[src/rtl/mips_dmem_bridge.sv]
// mips_dmem_bridge: data-side bridge between the pipelined MIPS CPU data port,
// a word-addressed synchronous data RAM and a small MMIO space. The MMIO space
// holds a transmit byte FIFO (valid/ready drain) and a status register.
//
// Optional build macro: CYCLE_COUNTER_EN
//   defined   -> 32-bit free-running cycle counter readable/clearable at 0x8000_0008
//   undefined -> 0x8000_0008 is unmapped (reads 0, writes ignored)
//
// Ports:
//   clk, rst         clock, synchronous active-high reset
//   en_in / cpu_en   global run enable in; CPU enable out (drops on a blocked TX store)
//   mem_*            CPU data port (byte address, big-endian lane enables, load request)
//   mem_read_data    load data, valid the cycle after mem_read_en
//   ram_*            synchronous data RAM port (one-cycle read latency)
//   tx_valid/tx_data/tx_ready  FIFO head and consumer handshake
module mips_dmem_bridge #(
  parameter int unsigned RAM_AW  = 12,
  parameter int unsigned FIFO_AW = 3
) (
  input  logic              clk,
  input  logic              rst,
  input  logic              en_in,
  output logic              cpu_en,
  input  logic [3:0]        mem_write_en,
  input  logic              mem_read_en,
  input  logic [31:0]       mem_addr,
  input  logic [31:0]       mem_write_data,
  output logic [31:0]       mem_read_data,
  output logic [RAM_AW-1:0] ram_addr,
  output logic [3:0]        ram_we,
  output logic [31:0]       ram_wdata,
  input  logic [31:0]       ram_rdata,
  output logic              tx_valid,
  output logic [7:0]        tx_data,
  input  logic              tx_ready
);

  localparam int unsigned DEPTH = 1 << FIFO_AW;
  localparam int unsigned CW    = FIFO_AW + 1;

  localparam logic [31:0] ADDR_TXDATA = 32'h8000_0000;
  localparam logic [31:0] ADDR_STATUS = 32'h8000_0004;
`ifdef CYCLE_COUNTER_EN
  localparam logic [31:0] ADDR_CYCLES = 32'h8000_0008;
`endif

  typedef enum logic [1:0] {
    SEL_NONE = 2'd0,
    SEL_RAM  = 2'd1,
    SEL_MMIO = 2'd2
  } sel_e;

  // Region decode
  logic is_ram, is_tx, is_st, is_cyc, any_we;
  assign is_ram = (mem_addr[31:28] == 4'h0);
  assign is_tx  = (mem_addr == ADDR_TXDATA);
  assign is_st  = (mem_addr == ADDR_STATUS);
`ifdef CYCLE_COUNTER_EN
  assign is_cyc = (mem_addr == ADDR_CYCLES);
`else
  assign is_cyc = 1'b0;
`endif
  assign any_we = |mem_write_en;

  // FIFO state
  logic [7:0]         fifo_mem [DEPTH];
  logic [FIFO_AW-1:0] wr_ptr_q, wr_ptr_d;
  logic [FIFO_AW-1:0] rd_ptr_q, rd_ptr_d;
  logic [CW-1:0]      count_q, count_d;
  logic               full, empty, stall, push, pop;

  assign full  = (count_q == CW'(DEPTH));
  assign empty = (count_q == CW'(0));

  // Stall depends only on the registered count, never on tx_ready
  assign stall  = is_tx & any_we & full;
  assign cpu_en = en_in & ~stall;
  assign push   = cpu_en & is_tx & any_we;
  assign pop    = ~empty & tx_ready;

  assign tx_valid = ~empty;
  assign tx_data  = fifo_mem[rd_ptr_q];

  // RAM port
  assign ram_addr  = mem_addr[RAM_AW+1:2];
  assign ram_we    = mem_write_en & {4{is_ram & cpu_en}};
  assign ram_wdata = mem_write_data;

  // Read select and MMIO read register
  sel_e        sel_q, sel_d;
  logic [31:0] mmio_q, mmio_d;
  logic [31:0] status_val;

  assign status_val = {16'h0000, 8'(count_q), 6'b000000, full, empty};

  // Cycle counter
  logic [31:0] cyc_q, cyc_d;
`ifdef CYCLE_COUNTER_EN
  always_comb begin
    cyc_d = cyc_q + 32'd1;
    if (cpu_en & is_cyc & any_we) cyc_d = 32'h0;
  end
`else
  assign cyc_d = 32'h0;
`endif

  // Next-state for FIFO pointers, count and read select
  always_comb begin
    wr_ptr_d = wr_ptr_q + FIFO_AW'(push);
    rd_ptr_d = rd_ptr_q + FIFO_AW'(pop);
    count_d  = count_q + CW'(push) - CW'(pop);
    sel_d    = SEL_NONE;
    mmio_d   = mmio_q;
    if (mem_read_en & cpu_en) begin
      if (is_ram) begin
        sel_d = SEL_RAM;
      end else if (is_tx) begin
        sel_d  = SEL_MMIO;
        mmio_d = 32'h0;
      end else if (is_st) begin
        sel_d  = SEL_MMIO;
        mmio_d = status_val;
      end else if (is_cyc) begin
        sel_d  = SEL_MMIO;
        mmio_d = cyc_q;
      end
    end
  end

  // State registers
  always_ff @(posedge clk) begin
    if (rst) begin
      wr_ptr_q <= '0;
      rd_ptr_q <= '0;
      count_q  <= '0;
      sel_q    <= SEL_NONE;
      mmio_q   <= 32'h0;
      cyc_q    <= 32'h0;
    end else begin
      wr_ptr_q <= wr_ptr_d;
      rd_ptr_q <= rd_ptr_d;
      count_q  <= count_d;
      sel_q    <= sel_d;
      mmio_q   <= mmio_d;
      cyc_q    <= cyc_d;
    end
  end

  // FIFO storage is not reset; a push coinciding with reset is discarded
  always_ff @(posedge clk) begin
    if (push & ~rst) fifo_mem[wr_ptr_q] <= mem_write_data[7:0];
  end

  // Load data return, one cycle after the qualified request
  always_comb begin
    mem_read_data = 32'h0;
    case (sel_q)
      SEL_RAM:  mem_read_data = ram_rdata;
      SEL_MMIO: mem_read_data = mmio_q;
      default:  mem_read_data = 32'h0;
    endcase
  end

endmodule
[config.mk]
export PLATFORM = sky130hd
export DESIGN_NAME = mips_dmem_bridge
export DESIGN_NICKNAME = d
export VERILOG_FILES = /design/src/rtl/mips_dmem_bridge.sv
export SDC_FILE = /design/constraint.sdc
export NUM_CORES = 1
export LEC_CHECK = 0
export CORE_UTILIZATION = 28
export DETAILED_ROUTE_END_ITERATION = 8
export DONT_BUFFER_PORTS = 1
export SETUP_SLACK_MARGIN = 0.1
export SYNTH_ARGS = -nofsm -noshare
export SYNTH_HDL_FRONTEND = slang
export SYNTH_SLANG_ARGS = --single-unit
[constraint.sdc]
create_clock -name clk -period 3.8 [get_ports clk]
set_input_delay 0.76 -clock clk [delete_from_list [all_inputs] [get_ports clk]]
set_output_delay 0.76 -clock clk [all_outputs]
set_load 0.01 [all_outputs]
# --- Word level (Yosys, flattened, before mapping) ---
# Memory sizes are Yosys's and may differ from the RTL's. A register that Yosys moved wholly into a read port is not among the register bits.
# Index checks and enable logic that the tools add are counted.
classes:
  n_addsub: 4
  multipliers: 0
  div_mod_pow: 0
  magnitude_cmp: 0
  n_eq_ne: 5
  n_shift: 0
  muxes: 9
  bitwise_logic: 15
  n_reduce_logical: 7
ops:
  columns: ["cell", "n"]
  rows:
  - ["$eq 32x32->1 const B", 2]
  - ["$mux 32", 2]
  - ["$pmux 32 s2", 1]
  - ["$and 1x1->1", 9]
  - ["$logic_not 4->1", 2]
  - ["$add 3x1->3", 2]
  - ["$not 1->1", 5]
  - ["$add 4x1->4", 1]
  - ["$and 4x4->4", 1]
  - ["$eq 4x4->1 const B", 1]
  - ["$mux 2", 2]
  - ["$reduce_or 4->1", 1]
  - ["$sub 4x1->4", 1]
  - ["$mux 1", 3]
  - ["$mux 3", 1]
  - ["$reduce_and 3->1", 1]
  - ["$reduce_or 3->1", 1]
  - ["$eq 2x1->1 const B", 1]
  - ["$eq 2x2->1 const B", 1]
  - ["$reduce_bool 2->1", 1]
  - ["$reduce_or 2->1", 1]
word_totals:
  reg_bits: 44
  latch_bits: 0
  mem_bits_rw: 64
  rom_bits: 0
  inputBits: 105
  out_inout_bits: 90
  elab_cells: 47
  memories: 1
mem_list:
  columns: ["memory", "words", "width", "rd", "rd_ports_with_merged_regs", "write_ports", "line_no", "source"]
  rows:
  - ["fifo_mem", 8, 8, 1, 1, 1, "66", "logic [7:0] fifo_mem [DEPTH];"]

# --- Depth between registers and ports, before layout ---
depth:
  depth_word: 10
  mapped_depth: 13
  mapped_depth_nobuf: 13

# --- Worst setup path before layout ---
# OpenSTA, ideal clock, no wires.
synth_path:
  kind: "input port to flip-flop"
  startpoint: "in mem_addr[29]"
  endpoint: "reg count_q[2]"
  setup_time_ns: 0.128
  arrival_time_ns: 2.846
  path_slack_ns: 0.827
  stages: 11
  n_path_buf: 0
  path_cell_list: "or3_1 > nor4_4 > and3b_2 > inv_1 > ha_1 > inv_1 > ha_1 > inv_1 > fa_1 > xor2_1 > nor2_1"
synth_via:
  elab_chain_len: 9
synth_lines:
  columns: ["element", "line_no", "source"]
  rows:
  - ["start: declaration", "26", "input logic [31:0] mem_addr,"]
  - ["$eq 32x32->1 (*)", "56", "assign is_tx = (mem_addr == ADDR_TXDATA);"]
  - ["$and 1x1->1 (2 in a row)", "76", "assign stall = is_tx & any_we & full;"]
  - ["$not 1->1", "77", "assign cpu_en = en_in & ~stall;"]
  - ["$and 1x1->1", "77", null]
  - ["$and 1x1->1 (*) (2 in a row)", "78", "assign push = cpu_en & is_tx & any_we;"]
  - ["$add 4x1->4 (*)", "111", "count_d = count_q + CW'(push) - CW'(pop);"]
  - ["$sub 4x1->4 (*)", "111", null]
  - ["end signal: assignment", "142", "count_q <= count_d;"]
  - ["end: declaration", "69", "logic [CW-1:0] count_q, count_d;"]
# Mark *: on every way between the ends. The rest lies on a longest branch, timed or not.
# A chain may end at the register's enable or synchronous reset.

==> out/results.ini <==
[layout]
syn_to_final_growth_pct = 5.335
fin_util_pct = 30.67
finalInstanceArea_sq_mm = 0.004323
nFillCells = 1402
drive_gt1_share_pct = 20.00
final_cell_mix = 64 x edfxtp_1, 28 x and2_1, 18 x dfxtp_1, 16 x mux4_2, 16 x nor2_1
fin_cells = 452
layout_commonest_cell = edfxtp_1
nets = 383

[power]
clockPowerShare_pct = 38.5
peakVddDrop_mv = 0.2462
seqPwrFrac_pct = 44.1
swShare_pct = 24.41
internal_power_mw = 1.791
combPwrFrac_pct = 17.4
p_per_area_mw_per_mm2 = 548.2
p_leak_nw = 1.468
p_switching_uw = 578.4

[setup_path]
crit_chain = buf_4 -> mux4_2 -> mux2_2
required_ps = 3040
end_kind = output port
r2r_slack_ps = 990
cp_top_family = multiplexers
arrival_ps = 2090
critPathLaunchType = flip-flop
crit_slowest_cell = mux4_2
max_stage_delay_ps = 550
path_buf_inv = 1
cp_max_fo = 13
critPathKind = reg2out

[global_routing]
grt_start_max_net_pins = 33
grt_overflow_total = 0
grt_first_pass_wirelength_um = 13120
grt_use_total_pct = 12.22
grt_pass1_vias = 2319
antenna_found_initial = 2

[clocking]
insertion_delay_ps = 330
cts.clk_slew.worst_paths_ps = 60
cts_hold_buf = 0
clock-sinks = 82
postCtsSetupBuffers = 0
cts_made_buffers = 9
ctsResizeCount = 0
h-tree-depth = 3
cts_root_buf = clkbuf_16
cts_buffer_depth = 2
cts_tree = done

[sta]
fin_skew_ps = 5.769
setup-tns-final_ps = 0
rsz0062_at_grt = no
slew_violations = 0
worstMarginPinSlew_ps = 896.1
hold_violations = 0
whs_ps = 477.0
timing.fmax_ghz = 0.3509
timing.slew.headroom_pct = 40.18
finalSetupViolCount = 0
period_share_pct = 75.00
finalCriticalPeriod_ps = 2850

[synth]
yosysSeqAreaShare_pct = 55.61
synth.top_cell.area_share_pct = 46.83
ys_ff_latch = 82
postSynthCellCount = 303
synth_top_area_cell = edfxtp_1
syn_nets = 421
synthTopCellsByArea = edfxtp_1 47%, dfxtp_1 8.8%, mux4_2 8.8%
synth_area_per_cell_sq_um = 13.54
syn-cell-area_sq_mm = 0.004104
yosysUniqueCellTypes = 40
ys_warn_count = 0

[floorplan]
die_width_um = 123.1
rows = 43
start_util_pct = 29.11
die_h_um = 123.1
core_sq_mm = 0.01410
die_area_sq_mm = 0.01515
io_pins = 195

[outcome]
status = complete, no violations

[flow_run]
maxCapViolCount = 0

[detailed_routing]
wirelength_um = 8803
viasPerCell = 4.812
drc = 0
drt_iter0_markers = 77
first_pass_iters = 4
ant_nets = 0
vias = 2175
wire_per_inst_um = 19.48

[placement]
routabilityCongestion = 0.9130
place_area_sq_mm = 0.004000
dp_cells = 434
numPortBuffers = 0
hpwl_um = 6445

[min_path]
holdCritPathClass = reg2reg

## kinds of logic after synthesis
| group | count (synthesis) | synth area share [%] |
|---|---|---|
| and+or+nand+nor | 100 | 15.31 |
| DFF | 82 | 55.61 |
| buffers and inverters | 64 | 9.939 |
| muxes | 30 | 12.44 |
| adders and majority gates | 13 | 4.146 |
| AOI/OAI and AO/OA | 10 | 1.707 |
| xor gates and xnor gates | 4 | 0.8538 |
## power groups by stage
stage	logic [mW]	clock network [mW]	registers, mW
6_report	0.412	0.912	1.05
4_1_cts	0.421	0.933	1.05
3_3_place_gp	0.410	0	1.07
3_5_place_dp	0.419	0	1.07
2_1_floorplan	0.421	0	1.03
5_1_grt	0.457	0.973	1.05
## layout make-up
cell class / count / area [sq um] / share of cell area (%)
sequential: 82 / 2282 / 52.79
multi-input combinational: 157 / 1414 / 32.71
clock buffer: 10 / 229.0 / 5.297
tap: 180 / 225.2 / 5.210
clock inverter: 6 / 88.84 / 2.055
timing repair buffer: 6 / 45.04 / 1.042
inverter: 9 / 33.78 / 0.7815
antenna: 2 / 5.005 / 0.1158
## layer usage
layer	share of wire, %	global-route usage, %	vias to the layer above	routed length [um]
li1	-	-	985	-
met1	36	12.49	1046	3201
met2	52	21.31	130	4588
met3	8.5	5.397	14	750
met4	3.0	5.798	0	262
met5	0	0	-	0
## worst register-to-register path: stages (launching register included)
cell,delay (ps)
dfxtp_1,320
inv_1,100
ha_1,210
or3b_2,450
nor3_1,240
and3b_2,260
inv_1,60
ha_1,190
inv_1,60
ha_1,260
a21o_1,170
a21oi_1,200
xnor2_1,140
nor2_1,50
## flip-flops by register name (all words and copies together) (netlist names)
name,flops
mmio_q,6
wr_ptr_q,3
rd_ptr_q,3
fifo_mem,64
count_q,4
sel_q,2
## path summary, 6_finish.rpt
kind	startpoint	to	cells after the start
setup reg to reg	count_q[2]	count_q[3]	13
setup / recovery	rd_ptr_q[0]	tx_data[4]	3
hold reg to reg	count_q[2]	mmio_q[10]	2
hold / removal	count_q[2]	mmio_q[10]	2
## cell usage after synthesis
cell type and count:
edfxtp_1 64, buf_4 44, and2_1 28, dfxtp_1 18, mux4_2 16, nor2_1 16, ha_1 12, clkbuf_1 9
inv_1 9, nand2_1 9, mux2_2 8, a22oi_1 6, mux2i_1 6, nand2b_1 6, nor2b_1 6, nor3_1 6
and3_1 5, nor4_1 4, xnor2_1 3, a21oi_1 2, and3b_1 2, and4b_1 2, buf_2 2, nand3_1 2
nor3b_2 2, nor4_2 2, a21boi_0 1, a21o_1 1, and3b_2 1, and4bb_2 1, fa_1 1, nand2_2 1
nand4_1 1, nand4_2 1, nor3b_1 1, nor4_4 1, nor4b_1 1, or3_1 1, or3b_2 1, xor2_1 1
## through the flow
step | setup WS, ps | power (mW)
6_report | 949.9 | 2.370
5_1_grt | 668.7 | 2.483
4_1_cts | 905.5 | 2.402
3_5_place_dp | 573.6 | 1.485
3_3_place_gp | 653.7 | 1.475
2_1_floorplan | 826.7 | 1.448
(Power assumes the default switching activity.)
